===== src/rtl/switch_port.sv =====
// Memory-mapped switch input port: synchronises and debounces up to 32 switches,
// latches sticky change events and raises a maskable level interrupt.
module switch_port #(
    parameter int SW_WIDTH  = 24,
    parameter int DB_CYCLES = 65536
) (
    input  logic                switclk,
    input  logic                switrst,
    input  logic                switchcs,
    input  logic [2:0]          switchaddr,
    input  logic                switchread,
    input  logic                switchwrite,
    input  logic [15:0]         switchwdata,
    output logic [15:0]         switchrdata,
    input  logic [SW_WIDTH-1:0] switch_i,
    output logic                switch_irq
);

    localparam int CW = (DB_CYCLES > 1) ? $clog2(DB_CYCLES) : 1;
    localparam logic [CW-1:0] CNT_MAX = CW'(DB_CYCLES - 1);
    localparam logic [31:0] VALID = (SW_WIDTH >= 32) ? 32'hFFFF_FFFF
                                  : 32'((64'd1 << SW_WIDTH) - 64'd1);

    logic [SW_WIDTH-1:0] sync1;
    logic [SW_WIDTH-1:0] sync2;
    logic [31:0]         deb;
    logic [31:0]         deb_nxt;
    logic [31:0]         flip;
    logic [31:0]         evt;
    logic [31:0]         evt_clr;
    logic [31:0]         mask;
    logic [31:0]         mask_nxt;
    logic [CW-1:0]       cnt     [SW_WIDTH];
    logic [CW-1:0]       cnt_nxt [SW_WIDTH];
    logic [15:0]         rsel;
    logic                rd_en;
    logic                wr_en;

    assign rd_en = switchcs && switchread;
    assign wr_en = switchcs && switchwrite;

    // A bit is accepted only after DB_CYCLES consecutive samples disagree with deb.
    always_comb begin
        deb_nxt = deb;
        for (int i = 0; i < SW_WIDTH; i++) begin
            cnt_nxt[i] = cnt[i];
            if (sync2[i] == deb[i]) begin
                cnt_nxt[i] = '0;
            end else if (cnt[i] == CNT_MAX) begin
                deb_nxt[i] = sync2[i];
                cnt_nxt[i] = '0;
            end else begin
                cnt_nxt[i] = cnt[i] + CW'(1);
            end
        end
    end

    assign flip = deb ^ deb_nxt;

    always_comb begin
        evt_clr  = '0;
        mask_nxt = mask;
        if (wr_en) begin
            case (switchaddr)
                3'd2:    evt_clr[15:0]   = switchwdata;
                3'd3:    evt_clr[31:16]  = switchwdata;
                3'd4:    mask_nxt[15:0]  = switchwdata;
                3'd5:    mask_nxt[31:16] = switchwdata;
                default: ;
            endcase
        end
    end

    always_comb begin
        case (switchaddr)
            3'd0:    rsel = deb[15:0];
            3'd1:    rsel = deb[31:16];
            3'd2:    rsel = evt[15:0];
            3'd3:    rsel = evt[31:16];
            3'd4:    rsel = mask[15:0];
            3'd5:    rsel = mask[31:16];
            default: rsel = 16'h0000;
        endcase
    end

    // New edges are OR-ed in after the clear so a same-edge set beats a W1C.
    always_ff @(posedge switclk or posedge switrst) begin
        if (switrst) begin
            sync1       <= '0;
            sync2       <= '0;
            deb         <= '0;
            evt         <= '0;
            mask        <= '0;
            switchrdata <= '0;
            for (int i = 0; i < SW_WIDTH; i++) cnt[i] <= '0;
        end else begin
            sync1 <= switch_i;
            sync2 <= sync1;
            deb   <= deb_nxt & VALID;
            evt   <= ((evt & ~evt_clr) | flip) & VALID;
            mask  <= mask_nxt & VALID;
            for (int i = 0; i < SW_WIDTH; i++) cnt[i] <= cnt_nxt[i];
            if (rd_en) switchrdata <= rsel;
        end
    end

    assign switch_irq = |(evt & mask);

endmodule


===== config.mk =====
export PLATFORM = sky130hd
export DESIGN_NAME = switch_port
export DESIGN_NICKNAME = d
export VERILOG_FILES = /design/src/rtl/switch_port.sv
export SDC_FILE = /design/constraint.sdc
export NUM_CORES = 1
export LEC_CHECK = 0
export CAP_MARGIN = 10
export CORE_AREA = 4 4 224 226
export CTS_BUF_LIST = sky130_fd_sc_hd__clkbuf_4
export DETAILED_ROUTE_END_ITERATION = 12
export DIE_AREA = 0 0 228 230
export GPL_TIMING_DRIVEN = 1
export PLACE_DENSITY_LB_ADDON = 0.15
export SYNTH_ARGS = -nofsm -noshare
export SYNTH_HDL_FRONTEND = slang
export SYNTH_SLANG_ARGS = --single-unit

===== constraint.sdc =====
create_clock -name switclk -period 39.7 [get_ports switclk]
set_clock_uncertainty 0.1 [all_clocks]
set_input_delay 7.94 -clock switclk [delete_from_list [all_inputs] [get_ports switclk]]
set_output_delay 7.94 -clock switclk [all_outputs]
set_load 0.1 [all_outputs]

; Word-level counts from Yosys, hierarchy flattened
; Index checks and enable logic that the tools add are counted.
[totals]
input_bits = 48
elab_cells = 219
output_inout_bits = 17
reg_bits = 520
[classes]
n_reduce_logical = 6
eq_ne = 53
addsub = 24
bitwise_logic = 5
muxes = 100
[ops]
columns = operator, n
row1 = $mux W16, 49
row2 = $add A16 B1 Y16 const B, 24
row3 = $eq A16 B16 Y1 const B, 24
row4 = $pmux W16 S6, 1
row5 = $and A24 B24 Y24, 2
row6 = $mux W1, 48
row7 = $reduce_or A32 Y1, 1
row8 = $eq A1 B1 Y1, 24
row9 = $mux W24, 1
row10 = $not A24 Y24, 1
row11 = $or A24 B24 Y24, 1
row12 = $xor A24 B24 Y24, 1
row13 = $mux W8, 1
row14 = $eq A3 B2 Y1 const B, 2
row15 = $eq A3 B3 Y1 const B, 2
row16 = $reduce_and A2 Y1, 2
row17 = $eq A3 B1 Y1 const B, 1
row18 = $logic_not A3 Y1, 1
row19 = $logic_and A1 B1 Y1, 2

; Depth between registers and ports, before layout
[logic_depth]
word_depth = 6
ltp_mapped = 6
ltp_nobuf = 5

; Least setup slack after synthesis
; Ideal clock, no wire load.
[synth_path]
path_kind = register to output
from = reg evt[22]
to = out switch_irq
required_time_ns = 31.660
t_arrival_ns = 1.722
slack_ns = 29.938
stages_incl_launch_ff = 4
path_buffers = 0
cell_sequence = dfrtp_1 -> a22o_1 -> a221oi_1 -> nand4_1
[synth_via]
elab_chain_cells = 2
[synth_rtl]
columns = item, line_no
row1 = "start, declared", 29  ; logic [31:0] evt;
row2 = "start signal, assigned", 100  ; evt <= ((evt & ~evt_clr) | flip) & VALID;
row3 = $and A24 B24 Y24, 107  ; assign switch_irq = |(evt & mask);
row4 = $reduce_or A32 Y1, 107
row5 = "end, declared", 16  ; output logic switch_irq
; No other way between the ends.

; Worst setup path after layout
; Same ends and word-level chain as after synthesis.

==> results.json <==
{
  "dpl.hpwl_um": 33800,
  "holdBufCountCts": 0,
  "crit_family": "buffers and inverters",
  "dpl_cell_area_sq_mm": 0.0251,
  "cp_max_fo": 3,
  "nets": 2486,
  "cp_slowest_cell": "clkdlybuf4s50_1",
  "clockPowerShare_pct": 42.4,
  "crit_buf_inv": 1,
  "start_util_pct": 49.3,
  "setup_violations": 0,
  "overflow": 0,
  "fin_area_sq_mm": 0.0269,
  "crit_chain": "a22o_1 -> a221oi_1 -> nand4_1 -> clkdlybuf4s50_1",
  "postCtsSetupBuffers": 0,
  "drive_above_1_share_pct": 13.7,
  "synth_seq_area_share_pct": 54.6,
  "syn_nets": 2311,
  "wirelength_um": 50600,
  "path_class": "register to output port",
  "grt_max_degree": 168,
  "dieArea_sq_mm": 0.0524,
  "ir_drop_mv": 0.0329,
  "synthArstFlopShare_pct": 100,
  "maxSlewHeadroom_pct": 25.5,
  "critPathRequiredTime_ns": 31.66,
  "netlist_instances": 2239,
  "drt_first_iter_violations": 894,
  "synth-edff-count": 0,
  "max_freq_ghz": 0.0889,
  "final_cell_mix": "520 x dfrtp_1, 370 x nor2_1, 214 x clkbuf_4",
  "power.leakage_nw": 11.3,
  "die_h_um": 230,
  "place_congestion": 0.862,
  "areaGrowthSynthToFinish_pct": 13.0,
  "vias": 17200,
  "synth_top_area_share_pct": 54.6,
  "grt_pass1_wl_um": 86000,
  "worstPathArrival_ns": 3.21,
  "synthTopCellsByArea": "dfrtp_1 55%, xnor2_1 7.2%, nor2_1 5.8%",
  "drt_pre_antenna_iters": 5,
  "end_kind": "output port",
  "synth_seq_cells": 520,
  "numCtsBuffers": 145,
  "yosysUniqueCellTypes": 45,
  "port_buffers": 64,
  "cts_tree": "yes",
  "cts_resized": 0,
  "syn_area_per_cell_sq_um": 10.6,
  "drc_errors": 0,
  "combPwrFrac_pct": 7.2,
  "rows": 81,
  "yosysTopAreaCell": "dfrtp_1",
  "final_common_cell": "dfrtp_1",
  "io_pins": 65,
  "rsz0062_at_grt": "false",
  "cts_htree_levels": 4,
  "finalHoldViolCount": 0,
  "outcome": "finished clean",
  "power.share.sequential_pct": 50.4,
  "antenna_left": 0,
  "tns_ns": 0,
  "switching_share_pct": 25.9,
  "intPower_uw": 840,
  "worst_pin_slew_ns": 1.11,
  "min_period_ns": 11.25,
  "cts_root_buf": "clkbuf_4",
  "maxCapViolCount": 0,
  "clk_pin_slew_ns": 0.07,
  "core_area_sq_mm": 0.0483,
  "viasPerCell": 5.46,
  "switchingPower_uw": 293,
  "clock_sinks": 520,
  "p_per_area_mw_per_mm2": 42.1,
  "first_global_vias": 17400,
  "yosys_warnings": 0,
  "cts.path.max_buffers": 3,
  "drv_slew": 0,
  "syn_area_sq_mm": 0.0238,
  "routedWlPerCell_um": 16.1,
  "cp-start-kind": "register",
  "antenna_found_initial": 6,
  "hold_class": "register to register",
  "fin_crit_sh_pct": 28.3,
  "crit_path_max_incr_delay_ns": 1.07,
  "die_w_um": 228,
  "grt_use_total_pct": 19.8,
  "ys.flop_type": "dfrtp_1",
  "insertion_delay_ns": 0.97
}
-- worst paths after layout --
check / start / endpoint / slack (ns) / cells after the start
max: evt[22]$_DFF_PP0_ / switch_irq / 28.45 / 4
min: sync1[10]$_DFF_PP0_ / sync2[10]$_DFF_PP0_ / 0.25 / 0
max reg2reg: cnt[338]$_DFF_PP0_ / cnt[349]$_DFF_PP0_ / 37.42 / 4
min reg2reg: sync1[10]$_DFF_PP0_ / sync2[10]$_DFF_PP0_ / 0.25 / 0
max in group asynchronous: switrst / mask[19]$_DFFE_PP0P_ / 29.59 / 4
min in group asynchronous: switrst / cnt[213]$_DFF_PP0_ / 7.40 / 2
-- cells by family (layout without fill, tap and decap cells) --
kind of cell | after synthesis | count (layout) | share of synthesized area (%)
and+or+nand+nor | 1026 | 1026 | 21.9
DFF | 520 | 520 | 54.6
xor gates and xnor gates | 327 | 327 | 12.0
AOI/OAI and AO/OA | 183 | 183 | 5.31
buffers and inverters | 89 | 362 | 1.58
muxes | 70 | 70 | 3.37
adders and majority gates | 24 | 24 | 1.26
other | 0 | 9 | 0
-- Yosys cell counts (8+ instances only) --
cell type / n
nor3_1: 66
xnor2_1: 195
nand4_1: 91
and3_1: 45
xor2_1: 132
nor4_2: 23
clkbuf_1: 12
and2_1: 10
nand2_1: 97
inv_1: 43
o2bb2ai_1: 24
mux2_1: 16
o21ai_0: 32
dfrtp_1: 520
a22oi_1: 18
a21oi_1: 41
nor2_1: 370
o21ai_1: 8
mux2_2: 35
and4_1: 22
nor4_1: 33
nand3_1: 206
mux2i_1: 16
buf_2: 33
or3_1: 29
ha_1: 24
a31o_2: 28
a22o_1: 15
-- registers in the layout (all words and copies together), names as in the netlist --
name         count
cnt            384
deb             24
evt             24
mask            24
sync1           24
sync2           24
switchrdata     16
-- per-layer routing --
layer  up-vias  wire length [um]  global-route usage (%)  share of wire (%)
li1       8316                 -                       -                  -
met1      8398             23200                    26.2                 46
met2       309             23200                    30.4                 46
met3       126              2800                    6.16                5.5
met4         6              1440                    8.25                2.8
met5         -                28                       0              0.055
-- per-stage QoR --
step	std cells	hold slack [ns]	power, mW	utilization (%)	worst slack, ns
after CTS	3133	0.247	1.16	55.7	28.32
after global routing	3136	0.256	1.20	55.7	28.26
after detailed placement	2888	0.237	0.663	52.0	28.52
after floorplan	2239	0.231	0.634	-	17.13
after global placement	2888	0.234	0.661	52.0	28.56
final	3143	0.247	1.13	55.7	28.45
-- area by class of cell --
class | count | area, sq um
fillers | 4216 | 21400
flip-flops and latches | 520 | 13000
multi-input cells | 1630 | 10400
clock buffers | 214 | 1610
well taps | 622 | 778
repair buffers | 73 | 718
clock inverters | 31 | 184
inverters | 44 | 173
diodes | 9 | 22.5
-- power groups by stage --
| stage | sequential (mW) | combinational (mW) | clock (mW) |
|---|---|---|---|
| 2_1_floorplan | 0.587 | 0.0475 | 0 |
| 3_3_place_gp | 0.579 | 0.0819 | 0 |
| 3_5_place_dp | 0.580 | 0.0834 | 0 |
| 4_1_cts | 0.571 | 0.0838 | 0.501 |
| 5_1_grt | 0.573 | 0.0905 | 0.533 |
| 6_report | 0.571 | 0.0819 | 0.480 |
Power figures use the tool's default switching activity.
